File: src/rtl/pipe_pkg.sv
// Shared definitions for the generic inter-stage pipeline register.
// The optional skid entry is enabled by defining PIPE_STAGE_SKID_EN.
package pipe_pkg;

  // Occupancy states. The encoding equals the number of held entries, so occ is the state itself.
  typedef enum logic [1:0] {
    ST_EMPTY = 2'd0,
    ST_ONE   = 2'd1,
    ST_FULL  = 2'd2
  } pipeState_t;

  // PC value restored by reset.
  localparam logic [31:0] PIPE_PC_RST = 32'h0000_3004;

  // Payload widths for each pipeline boundary. Each stage packs its own fields into these.
  localparam int IF_ID_DATA_W  = 64;
  localparam int ID_EX_DATA_W  = 160;
  localparam int EX_MEM_DATA_W = 96;
  localparam int MEM_WB_DATA_W = 72;

  // Number of held entries for a given state.
  function automatic logic [1:0] occOf(input pipeState_t s);
    return s;
  endfunction

endpackage

File: src/rtl/pipe_entry.sv
// One pipeline register entry: a valid bit, an opaque payload, and a PC.
// Clearing empties the entry but keeps the PC, so the faulting PC survives a flush.
// Used by pipe_stage_reg; the skid copy exists only when PIPE_STAGE_SKID_EN is defined.
module pipe_entry
  import pipe_pkg::*;
#(
  parameter int DATA_W = 96,
  parameter int PC_W = 32,
  parameter logic [PC_W-1:0] PC_RST = PC_W'(PIPE_PC_RST)
) (
  input  logic              clk,
  input  logic              reset,
  input  logic              clear,
  input  logic              load,
  input  logic              drop,
  input  logic [DATA_W-1:0] inData,
  input  logic [PC_W-1:0]   inPc,
  output logic              valid,
  output logic [DATA_W-1:0] data,
  output logic [PC_W-1:0]   pc
);

  // Entry update. The priority is clear, then load, then drop. Clear keeps pc.
  always_ff @(posedge clk or posedge reset) begin
    if (reset) begin
      valid <= 1'b0;
      data  <= '0;
      pc    <= PC_RST;
    end else if (clear) begin
      valid <= 1'b0;
      data  <= '0;
    end else if (load) begin
      valid <= 1'b1;
      data  <= inData;
      pc    <= inPc;
    end else if (drop) begin
      valid <= 1'b0;
    end
  end

endmodule

File: src/rtl/pipe_stage_reg.sv
// Generic inter-stage pipeline register with a valid/ready handshake, synchronous flush
// and a saturating stall counter.
// Define PIPE_STAGE_SKID_EN to get a second (skid) entry and a registered in_ready.
// Without it, the block holds a single entry and in_ready is combinational.
//
//   state    | meaning
//   ---------+-----------------------------------------------------------
//   ST_EMPTY | nothing held; out_valid=0, out_pc keeps its last value
//   ST_ONE   | main entry holds the payload that drives the outputs
//   ST_FULL  | main and skid both hold payloads; in_ready=0 (skid build only)
module pipe_stage_reg
  import pipe_pkg::*;
#(
  parameter int DATA_W = 96,
  parameter int PC_W = 32,
  parameter logic [PC_W-1:0] PC_RST = PC_W'(PIPE_PC_RST),
  parameter int CNT_W = 16
) (
  input  logic              clk,
  input  logic              reset,
  input  logic              flush,
  input  logic              in_valid,
  output logic              in_ready,
  input  logic [DATA_W-1:0] in_data,
  input  logic [PC_W-1:0]   in_pc,
  output logic              out_valid,
  input  logic              out_ready,
  output logic [DATA_W-1:0] out_data,
  output logic [PC_W-1:0]   out_pc,
  output logic [1:0]        occ,
  output logic [CNT_W-1:0]  stall_cnt
);

  localparam logic [CNT_W-1:0] CNT_ONE = CNT_W'(1);

  pipeState_t        state, nextState;
  logic              inXfer, outXfer;
  logic              mainLoad, mainDrop, mainValid;
  logic [DATA_W-1:0] mainInData, mainData;
  logic [PC_W-1:0]   mainInPc, mainPc;
  logic [CNT_W-1:0]  stallCnt;

`ifdef PIPE_STAGE_SKID_EN
  logic              skidLoad, skidDrop, skidValid, mainFromSkid, inReadyReg;
  logic [DATA_W-1:0] skidData;
  logic [PC_W-1:0]   skidPc;

  assign in_ready   = inReadyReg;
  assign mainInData = mainFromSkid ? skidData : in_data;
  assign mainInPc   = mainFromSkid ? skidPc : in_pc;
`else
  assign in_ready   = ~mainValid | out_ready;
  assign mainInData = in_data;
  assign mainInPc   = in_pc;
`endif

  assign inXfer    = in_valid & in_ready;
  assign outXfer   = mainValid & out_ready;
  assign out_valid = mainValid;
  assign out_data  = mainData;
  assign out_pc    = mainPc;
  assign occ       = occOf(state);
  assign stall_cnt = stallCnt;

  // State register.
  always_ff @(posedge clk or posedge reset) begin
    if (reset) state <= ST_EMPTY;
    else       state <= nextState;
  end

  // Next state and entry controls. A flush overrides everything and empties both entries.
  always_comb begin
    nextState = state;
    mainLoad  = 1'b0;
    mainDrop  = 1'b0;
`ifdef PIPE_STAGE_SKID_EN
    skidLoad     = 1'b0;
    skidDrop     = 1'b0;
    mainFromSkid = 1'b0;
`endif
    if (flush) begin
      nextState = ST_EMPTY;
    end else begin
      case (state)
        ST_EMPTY: begin
          if (inXfer) begin
            mainLoad  = 1'b1;
            nextState = ST_ONE;
          end
        end
        ST_ONE: begin
`ifdef PIPE_STAGE_SKID_EN
          if (inXfer && outXfer) begin
            mainLoad = 1'b1;
          end else if (inXfer) begin
            skidLoad  = 1'b1;
            nextState = ST_FULL;
          end else if (outXfer) begin
            mainDrop  = 1'b1;
            nextState = ST_EMPTY;
          end
`else
          // With one entry, in_ready implies out_ready here, so an input always replaces the output.
          if (inXfer) begin
            mainLoad = 1'b1;
          end else if (outXfer) begin
            mainDrop  = 1'b1;
            nextState = ST_EMPTY;
          end
`endif
        end
`ifdef PIPE_STAGE_SKID_EN
        ST_FULL: begin
          if (outXfer) begin
            mainFromSkid = 1'b1;
            mainLoad     = skidValid;
            mainDrop     = ~skidValid;
            skidDrop     = 1'b1;
            nextState    = skidValid ? ST_ONE : ST_EMPTY;
          end
        end
`endif
        default: nextState = ST_EMPTY;
      endcase
    end
  end

`ifdef PIPE_STAGE_SKID_EN
  // Register in_ready from the next state, so there is no combinational path from out_ready to in_ready.
  always_ff @(posedge clk or posedge reset) begin
    if (reset) inReadyReg <= 1'b1;
    else       inReadyReg <= (nextState != ST_FULL);
  end
`endif

  // Count backpressure cycles and saturate at all ones. Only reset clears the count.
  always_ff @(posedge clk or posedge reset) begin
    if (reset)
      stallCnt <= '0;
    else if (mainValid && !out_ready && !(&stallCnt))
      stallCnt <= stallCnt + CNT_ONE;
  end

  pipe_entry #(.DATA_W(DATA_W), .PC_W(PC_W), .PC_RST(PC_RST)) uMain (
    .clk    (clk),
    .reset  (reset),
    .clear  (flush),
    .load   (mainLoad),
    .drop   (mainDrop),
    .inData (mainInData),
    .inPc   (mainInPc),
    .valid  (mainValid),
    .data   (mainData),
    .pc     (mainPc)
  );

`ifdef PIPE_STAGE_SKID_EN
  pipe_entry #(.DATA_W(DATA_W), .PC_W(PC_W), .PC_RST(PC_RST)) uSkid (
    .clk    (clk),
    .reset  (reset),
    .clear  (flush),
    .load   (skidLoad),
    .drop   (skidDrop),
    .inData (in_data),
    .inPc   (in_pc),
    .valid  (skidValid),
    .data   (skidData),
    .pc     (skidPc)
  );
`endif

endmodule

File: config.mk
export PLATFORM = sky130hd
export DESIGN_NAME = pipe_stage_reg
export DESIGN_NICKNAME = d
export VERILOG_FILES = /design/src/rtl/pipe_pkg.sv /design/src/rtl/pipe_entry.sv /design/src/rtl/pipe_stage_reg.sv
export SDC_FILE = /design/constraint.sdc
export NUM_CORES = 1
export LEC_CHECK = 0
export ABC_AREA = 1
export BUFFER_PORTS_ARGS = -buffer_cell sky130_fd_sc_hd__buf_2
export CORE_ASPECT_RATIO = 0.7
export CORE_MARGIN = 5
export CORE_UTILIZATION = 25
export CTS_BUF_LIST = sky130_fd_sc_hd__clkbuf_16
export DETAILED_ROUTE_END_ITERATION = 16
export GPL_TIMING_DRIVEN = 1
export PLACE_DENSITY = 0.51
export SYNTH_ARGS = -nofsm -noshare
export SYNTH_HDL_FRONTEND = slang
export SYNTH_HIERARCHICAL = 1
export SYNTH_SLANG_ARGS = --single-unit
File: constraint.sdc
create_clock -name clk -period 4.65 [get_ports clk]
set_input_delay 0.465 -clock clk [delete_from_list [all_inputs] [get_ports clk]]
set_output_delay 0.465 -clock clk [all_outputs]
set_load 0.01 [all_outputs]
== Word-level counts from Yosys, hierarchy flattened ==
Cells that the tools add are included.
Word-level totals
  register bits after elaboration: 147
  input bits: 133
  output and inout port bits: 148
  word-level logic and storage cells: 43
Operators by class
  $add $sub $neg: 1
  equality and inequality tests: 4
  mux-type cells: 17
  bitwise operators: 5
  reductions and logical operators: 11
Operators with widths (count)
  $mux W96: 2
  $add A16 B1 Y16 const B: 1
  $reduce_and A16 Y1: 1
  $mux W1: 10
  $ne A3 B3 Y1 const B: 3
  $mux W2: 4
  $pmux W2 S2: 1
  $reduce_and A3 Y1: 1
  $reduce_bool A3 Y1: 1
  $and A1 B1 Y1: 2
  $eq A2 B1 Y1 const B: 1
  $logic_and A1 B1 Y1: 2
  $logic_not A1 Y1: 2
  $logic_not A2 Y1: 1
  $not A1 Y1: 2
  $reduce_and A2 Y1: 1
  $reduce_bool A2 Y1: 1
  $reduce_or A2 Y1: 1
  $or A1 B1 Y1: 1

== Logic depth before layout (Yosys ltp) ==
Gate-level depths: netlist of the first run.
  word-level depth: 9
  depth in mapped cells: 10
  depth with buffers taken out: 9

== By module ==
The synthesis of the first run kept the hierarchy.
Modules (own cells, without submodules)
  pipe_entry: instances 1, cells an instance 561, area each 5149.9 um^2
  pipe_stage_reg: instances 1, cells an instance 159, area each 1154.9 um^2

== Least setup slack after synthesis of the first run ==
OpenSTA, ideal clock, no wires.
  path kind: input-to-reg
  from: in out_ready
  to: reg uMain.data[24]
  library setup time: 0.117 ns
  data arrival time: 1.456 ns
  data required time: 4.533 ns
  slack: 3.078 ns
  cell stages on the path: 9
  cells stage by stage: inv_1 nand2_4 inv_1 nor2_1 nor2_4 buf_4 buf_2 nand2_1 nand2_1
Between the ends
  cells in the longest elaborated chain, start to end: 6
Ends and longest elaborated chain
  from (decl): RTL line pipe_stage_reg.sv:27  | input logic out_ready,
  $or A1 B1 Y1: RTL line pipe_stage_reg.sv:52  | assign in_ready = ~mainValid | out_ready;
  named net in_ready: RTL line pipe_stage_reg.sv:23  | output logic in_ready,
  $and A1 B1 Y1: RTL line pipe_stage_reg.sv:57  | assign inXfer = in_valid & in_ready;
  $mux W1: RTL line pipe_stage_reg.sv:86, pipe_stage_reg.sv:104
  $mux W1
  $mux W1: RTL line pipe_stage_reg.sv:81  | if (flush) begin
  named net mainLoad: RTL line pipe_stage_reg.sv:38  | logic mainLoad, mainDrop, mainValid;
  $reduce_bool A2 Y1 (no line)
  to (signal assigned): RTL line pipe_entry.sv:34  | data <= inData;
  to (decl): RTL line pipe_entry.sv:19  | output logic [DATA_W-1:0] data,
The timed path passes the listed nets, and every way through them passes these cells.
A chain may end at the register's enable or synchronous reset.

== Worst setup path after layout of the first run ==
  from: reg uMain.valid
  to: reg uMain.pc[6]
Between the ends
  cells in the longest elaborated chain, start to end: 7
Ends and longest elaborated chain
  from (decl): RTL line pipe_entry.sv:18  | output logic valid,
  from (signal assigned): RTL line pipe_entry.sv:26  | valid <= 1'b0;
  from (signal assigned): RTL line pipe_entry.sv:30  | valid <= 1'b0;
  from (signal assigned): RTL line pipe_entry.sv:33  | valid <= 1'b1;
  $not A1 Y1: RTL line pipe_stage_reg.sv:52
  $or A1 B1 Y1: RTL line pipe_stage_reg.sv:52
  $and A1 B1 Y1: RTL line pipe_stage_reg.sv:57
  $mux W1: RTL line pipe_stage_reg.sv:86, pipe_stage_reg.sv:104
  $mux W1
  $mux W1: RTL line pipe_stage_reg.sv:81
  named net mainLoad: RTL line pipe_stage_reg.sv:38
  $reduce_and A2 Y1 (no line)
  to (signal assigned): RTL line pipe_entry.sv:35  | pc <= inPc;
  to (decl): RTL line pipe_entry.sv:20  | output logic [PC_W-1:0] pc
The timed path passes the listed nets, and every way through them passes these cells.

==> metrics.md, run 1 <==
| Metric | Value |
|---|---|
| Status | `finished clean` |
| Reg area | `3660 µm²` |
| DIE HEIGHT | `143 µm` |
| Hold Vio Cnt, Final | `0` |
| Synth Register Bits | `146` |
| Max stage delay on crit path | `680 ps` |
| Grt total ovfl | `0` |
| Synth Net Count | `854` |
| GR Layer Usage met3 | `6.63%` |
| Cell variety after synth | `27` |
| I/O Pins | `281` |
| Initial Utilization | `25.5%` |
| CTS Buf Count | `17` |
| Dpl cells | `1287` |
| Final Max Tran Viols | `0` |
| Antenna diode count | `0` |
| Mapped Area | `6300 µm²` |
| Setup crit start kind | `register` |
| Clk_skew | `11.6 ps` |
| Max_slew headroom | `31.7%` |
| Hold_buf cts | `0` |
| Period minus WS final | `2240 ps` |
| Area grow syn2layout | `35.4%` |
| Number of global-route vias before repair | `5629` |
| Met2 usage | `20.7%` |
| Synth Area per Inst | `8.76 µm²` |
| Wire length per cell | `15.3 µm` |
| Clock Pin Slew Worst Setup and Hold Paths | `60 ps` |
| Gr busiest metal | `met2` |
| CTS HTree Levels | `4` |
| GPL Wtd Cong | `0.760` |
| Final Cycle Share | `48.2%` |
| Die ar. | `28500 µm²` |
| Gr usage total | `14.1%` |
| Pleak | `4.93 nW` |
| NumNets Final | `1115` |
| Fillers | `2606` |
| Post-synthesis cell count | `720` |
| Cell mode on critical path | `nand2_1` |
| Post-DRT Antenna Nets | `0` |
| # rows | `48` |
| Critical path class | `reg -> reg` |
| DRC Markers | `0` |
| Setup crit end kind | `register` |
| Ys Warns | `6` |
| CP Max Fanout | `81` |
| Worst Tran Pin Value | `1020 ps` |
| Req. time, crit path | `4970 ps` |
| Finished Layout Cells | `1319` |
| Root buffer cell | `clkbuf_16` |
| Setup Fix Bufs, Post-CTS | `0` |
| Worst vdd ir | `0.000238 V` |
| Worst slack on hold paths | `83.1 ps` |
| Die extent in x | `200 µm` |
| Multi-input gate area | `2260 µm²` |
| Setup tns final | `0 ps` |
| Area of the core | `24700 µm²` |
| # setup viols final | `0` |
| HP Class | `in -> async` |
| Layout cells sized above 1 | `35.3%` |
| PortBufs | `279` |
| Longest Clk Path Bufs | `2` |
| Unrepaired setup endpoints after global routing | `false` |
| Fmax | `446 MHz` |
| CTS sink cnt | `146` |
| Sequential cell area fraction in the yosys report | `58.0%` |
| Pwr/cell area | `417 nW/µm²` |
| Dpl hpwl | `14.3 mm` |
| Post_cts resized | `0` |
| Iteration count of the initial detailed-routing pass | `5` |
| Max-Cap Viols | `0` |
| CP max-delay cell | `buf_4` |
| Clock network latency to the later pin of the worst-skew pair | `430 ps` |
| Crit-path cells | `nand2_4 -> inv_1 -> nor2_4 -> buf_4 -> nand2_1 -> buf_4 -> nand2_1 -> nand2_1` |
| DRT iter0 DRCs | `170` |
| Initial antenna violation count | `2` |
| Worst Path Arrival | `2560 ps` |
| Largest net degree at the start of global routing | `84` |
| Via count | `5690` |
| CTS tree | `done` |
| Avg Vias per Cell | `4.31` |
| Met1 Usage GRT | `18.8%` |
| Total Wirelength | `20.2 mm` |
| First-pass GRT wire length | `31.6 mm` |
final timing paths:
check                          startpoint        endpoint  slack, ps  cells past startpoint
max in group asynchronous           reset  uMain/data[73]       3600                      3
setup / recovery              uMain/valid     uMain/pc[6]       2410                      8
hold reg to reg            uMain/data[88]  uMain/data[88]        460                      2
setup reg to reg              uMain/valid     uMain/pc[6]       2410                      8
hold / removal                      reset  uMain/data[84]         80                      2
min in group clk                in_pc[13]    uMain/pc[13]        250                      3
cells by family after synthesis:
kind of cell / Yosys count / share of synthesized area, %
AOI/OAI and AO/OA: 7 / 0.853
xor gates and xnor gates: 4 / 0.556
DFF: 146 / 58.0
buffers and inverters: 67 / 6.33
adders and majority gates: 1 / 0.198
and+or+nand+nor: 494 / 34.0
other: 1 / 0.0595
power by group:
group	internal (mW)	total (mW)	switching (mW)	leakage, nW
sequential	1.39	1.48	0.0923	1.92
clock	1.00	1.56	0.558	0.330
combinational	0.198	0.513	0.315	2.67
layout by cell type (no fill, tap or decap), drive strengths merged, types with 6 or more instances in the layout:
master  instances
nand2         322
buf           286
dfrtp         143
nand3         138
inv            26
nor2           23
clkbuf         17
nand4           8
bufinv          6
o21ai           6
clkinv          6
Yosys cell counts:
| cell type | count | area [µm²] |
|---|---|---|
| a31o_2 | 1 | 8.76 |
| buf_1 | 4 | 15.0 |
| buf_2 | 19 | 95.1 |
| buf_4 | 9 | 67.6 |
| buf_6 | 12 | 135 |
| conb_1 | 1 | 3.75 |
| dfrtp_1 | 143 | 3580 |
| dfstp_2 | 3 | 78.8 |
| ha_1 | 1 | 12.5 |
| inv_1 | 20 | 75.1 |
| inv_2 | 3 | 11.3 |
| nand2_1 | 312 | 1170 |
| nand2_2 | 9 | 56.3 |
| nand2_4 | 1 | 11.3 |
| nand3_1 | 136 | 681 |
| nand3_2 | 2 | 20.0 |
| nand3b_1 | 2 | 15.0 |
| nand4_1 | 8 | 50.1 |
| nor2_1 | 14 | 52.6 |
| nor2_2 | 4 | 25.0 |
| nor2_4 | 5 | 56.3 |
| nor3_1 | 1 | 5.00 |
| o21ai_0 | 1 | 5.00 |
| o21ai_1 | 1 | 5.00 |
| o21ai_2 | 4 | 35.0 |
| xnor2_1 | 3 | 26.3 |
| xor2_1 | 1 | 8.76 |
routing by layer:
metal	vias up	part of all wire, %
met2	194	43
met3	19	10
met4	4	1.3
li1	2811	-
met1	2662	45
met5	-	0.12
sequential cells by signal, summed over array words and instances, names as in the netlist:
| name | flops |
|---|---|
| occ | 1 |
| stall_cnt | 16 |
| uMain/data | 96 |
| uMain/pc | 32 |
| uMain/valid | 1 |
worst max-delay path: cells and delay by family, from the launching register on:
family                 cells  cell delay [ps]
flip-flops                 1              430
buffers and inverters      3             1070
AND/OR/NAND/NOR            5              550
stage by stage:
stage	worst slack, ps	utilization [%]	power [mW]	area (µm²)
6_report	2410	34.5	3.56	8540
5_1_grt	2200	34.5	3.75	8540
4_1_cts	2400	34.5	3.63	8540
3_5_place_dp	2250	31.8	2.03	7880
3_3_place_gp	2250	31.8	2.02	7880
2_1_floorplan	749	-	1.77	6300
layout make-up:
type / count / area share, %
clock buffer: 17 / 4.98
clock inverter: 15 / 2.78
inverter: 23 / 1.10
multi-input combinational: 507 / 26.4
sequential: 146 / 42.8
tap: 325 / 4.76
timing repair buffer: 286 / 17.1
No activity file was read; power rests on OpenSTA's default activity.
==> run 2, diff against run 1 <==
--- a/config.mk
+++ b/config.mk
@@ -13,7 +13,7 @@
 export CTS_BUF_LIST = sky130_fd_sc_hd__clkbuf_16
 export DETAILED_ROUTE_END_ITERATION = 16
 export GPL_TIMING_DRIVEN = 1
-export PLACE_DENSITY = 0.51
+export PLACE_DENSITY = 0.52
 export SYNTH_ARGS = -nofsm -noshare
 export SYNTH_HDL_FRONTEND = slang
 export SYNTH_HIERARCHICAL = 1
==> constraint.sdc (replaced) <==
create_clock -name clk -period 1.9 [get_ports clk]
set_input_delay 0.19 -clock clk [delete_from_list [all_inputs] [get_ports clk]]
set_output_delay 0.19 -clock clk [all_outputs]
set_load 0.01 [all_outputs]
==> run 2 against run 1 <==
Against the previous run: critical path type unchanged; combinational power grew to 3.1 times the previous value; count of clock-buffer cells in the layout unchanged; clock power increased by 130%; routed wire length up 5.8%; power rose by 150%; setup slack worse by 2100 ps; worst hold slack worse by 59 ps; first-iteration DRC count up 41%; flip-flop and latch count stayed put; core utilization grew 5.1 points; die area did not move.
==> metrics.md, run 2 (synthesis results as in run 1) <==
| Metric | Value |
|---|---|
| Status | `finished clean (unchanged)` |
| DRT iter0 DRCs | `240 (was 170)` |
| Initial antenna violation count | `0 (was 2)` |
| Hold Vio Cnt, Final | `0 (unchanged)` |
| Max stage delay on crit path | `450 ps (was 680 ps)` |
| CTS HTree Levels | `4 (unchanged)` |
| Setup crit end kind | `register (unchanged)` |
| Worst vdd ir | `0.000573 V (was 0.000238 V)` |
| Layout cells sized above 1 | `33.1% (was 35.3%)` |
| Iteration count of the initial detailed-routing pass | `4 (was 5)` |
| Max_slew headroom | `53.0% (was 31.7%)` |
| CP max-delay cell | `nor2_2 (was buf_4)` |
| Total Wirelength | `21.4 mm (was 20.2 mm)` |
| Max reg flops | `96 (unchanged)` |
| Initial Utilization | `25.5% (unchanged)` |
| I/O Pins | `281 (unchanged)` |
| Area grow syn2layout | `55.5% (was 35.4%)` |
| Core Util, Final | `39.6% (was 34.5%)` |
| Biggest register | `uMain/data (unchanged)` |
| Family with the most delay on the worst path | `simple AND/OR/NAND/NOR gates (was buffers and inverters)` |
| Final Max Tran Viols | `0 (unchanged)` |
| Area of the core | `24700 µm² (unchanged)` |
| Pwr/cell area | `889 nW/µm² (was 417 nW/µm²)` |
| Setup tns final | `0 ps (unchanged)` |
| Critical path class | `reg -> reg (unchanged)` |
| First-pass GRT wire length | `34.4 mm (was 31.6 mm)` |
| PortBufs | `279 (unchanged)` |
| # setup viols final | `0 (unchanged)` |
| Longest Clk Path Bufs | `2 (unchanged)` |
| Clock network latency to the later pin of the worst-skew pair | `420 ps (was 430 ps)` |
| Req. time, crit path | `2250 ps (was 4970 ps)` |
| Post-DRT Antenna Nets | `0 (unchanged)` |
| Dpl cells | `1307 (was 1287)` |
| Root buffer cell | `clkbuf_16 (unchanged)` |
| End of the worst register-to-register path | `stall_cnt[10] (was uMain/pc[6])` |
| R2R setup slack | `330 ps (was 2410 ps)` |
| Hold Path Sink | `uMain/data[28]` |
| Dpl hpwl | `14.5 mm (was 14.3 mm)` |
| Commonest non-fill, non-tap cell in the layout | `nand2_1 (unchanged)` |
| Period minus WS final | `1570 ps (was 2240 ps)` |
| Setup crit start kind | `register (unchanged)` |
| Clk_skew | `6.18 ps (was 11.6 ps)` |
| Wire length per cell | `14.8 µm (was 15.3 µm)` |
| Via count | `6159 (was 5690)` |
| Fmax | `637 MHz (was 446 MHz)` |
| Unrepaired setup endpoints after global routing | `false (unchanged)` |
| Number of global-route vias before repair | `6431 (was 5629)` |
| Antenna diode count | `0 (unchanged)` |
| Worst Path Arrival | `1920 ps (was 2560 ps)` |
| Grt total ovfl | `0 (unchanged)` |
| Hold depth | `3` |
| Largest net degree at the start of global routing | `103 (was 84)` |
| Avg Vias per Cell | `4.25 (was 4.31)` |
| # rows | `48 (unchanged)` |
| RR Startpoint | `stall_cnt[0] (was uMain/valid)` |
| NumNets Final | `1246 (was 1115)` |
| Final Cycle Share | `82.6% (was 48.2%)` |
| Setup Fix Bufs, Post-CTS | `0 (unchanged)` |
| CP Max Fanout | `11 (was 81)` |
| Worst Tran Pin Value | `704 ps (was 1020 ps)` |
| Worst reg-to-reg path cell count | `8 (unchanged)` |
| Post-route setup slack | `330 ps (was 2410 ps)` |
| Reg area | `3660 µm² (unchanged)` |
| CTS Buf Count | `17 (unchanged)` |
| Die ar. | `28500 µm² (unchanged)` |
| Setup WS pre-CTS | `59.2 ps (was 2250 ps)` |
| DRC Markers | `0 (unchanged)` |
| Max-Cap Viols | `0 (unchanged)` |
| Min-Delay Startpoint | `in_data[28]` |
| Cell mode on critical path | `nor2_2 (was nand2_1)` |
| Crit-path cells | `ha_1 -> inv_2 -> nor2_4 -> nand2_2 -> nor2_2 -> nor2_2 -> nand2_1 -> o21ai_2 (was nand2_4 -> inv_1 -> nor2_4 -> buf_4 -> nand2_1 -> buf_4 -> nand2_1 -> nand2_1)` |
| Leading cell types in the layout, fill and taps excluded | `nand2_1, buf_2, dfrtp_1 (unchanged)` |
| Finished Layout Cells | `1450 (was 1319)` |
| CTS sink cnt | `146 (unchanged)` |
| Clock Pin Slew Worst Setup and Hold Paths | `60 ps (about the same)` |
| Buf/Inv on CP | `1 (was 3)` |
| Pleak | `5.47 nW (was 4.93 nW)` |
| CTS tree | `done (unchanged)` |
| Multi-input gate area | `2260 µm² (about the same)` |
| HP Class | `in -> reg (was in -> async)` |
| DIE HEIGHT | `143 µm (unchanged)` |
| Gr usage total | `15.1% (was 14.1%)` |
| GPL Wtd Cong | `0.782 (was 0.760)` |
| Die extent in x | `200 µm (unchanged)` |
| Fillers | `2507 (was 2606)` |
run 2: cell types whose count changed in the layout (fill, tap and decap cells not counted):
cell           before  now
dlygate4sd3_1       0  111
inv_6               3    1
bufinv_16           6    4
buf_4               6   22
buf_12              1    5
nor2_2              4    5
clkinvlp_4          0    4
nor2_1             13   12
run 2: final cells by class:
cell class	count	share of cell area, %
well taps	325	4.15
clock inverters	15	1.95
inverters	23	0.944
repair buffers	417	28.3
multi-input cells	507	23.0
clock buffers	17	4.34
flip-flops and latches	146	37.3
run 2: metrics by stage:
stage | hold slack [ps] | area (µm²) | power [mW]
6_report | 24.4 | 9800 | 8.72
5_1_grt | 7.06 | 9800 | 9.20
4_1_cts | 0.150 | 9800 | 8.87
3_5_place_dp | 348 | 8070 | 5.05
3_3_place_gp | 343 | 8070 | 5.05
2_1_floorplan | 116 | 6310 | 4.34
run 2: routing by layer:
layer  vias up  global-route usage (%)  part of all wire [%]
met2       185                    24.0                    46
met4         0                    3.75                   1.3
met3        19                    5.38                   7.7
met5         -                       0                     0
met1      2883                    19.8                    45
li1       3072                       -                     -
run 2: worst register-to-register path, cell delays in order (launching register included):
cell and delay (ps):
dfrtp_1 380, ha_1 220, inv_2 70, nor2_4 40, nand2_2 70, nor2_2 50
nor2_2 450, nand2_1 150, o21ai_2 80
run 2: worst max path at each step:
stage / from / endpoint / slack (ps) / cells past startpoint
3_5_place_dp: stall_cnt[0] / stall_cnt[10] / 60 / 8
4_1_cts: stall_cnt[0] / stall_cnt[10] / 40 / 8
2_1_floorplan: reset / uMain/data[0] / 120 / 1
5_1_grt: stall_cnt[0] / stall_cnt[10] / 200 / 8
6_report: stall_cnt[0] / stall_cnt[10] / 330 / 8
3_3_place_gp: stall_cnt[0] / stall_cnt[10] / 50 / 8
run 2: what timing repair did:
| item | in CTS | in global routing |
|---|---|---|
| resized for setup | 0 | 1 |
| endpoints found under the setup margin | 0 | 7 |
| hold buffers | 111 | 0 |
| endpoints found under the hold margin | 233 | 0 |
run 2: power by group:
group          internal, mW  switching, mW
clock network          2.19           1.37
logic                 0.709          0.872
registers              3.40          0.183
total                  6.30           2.42
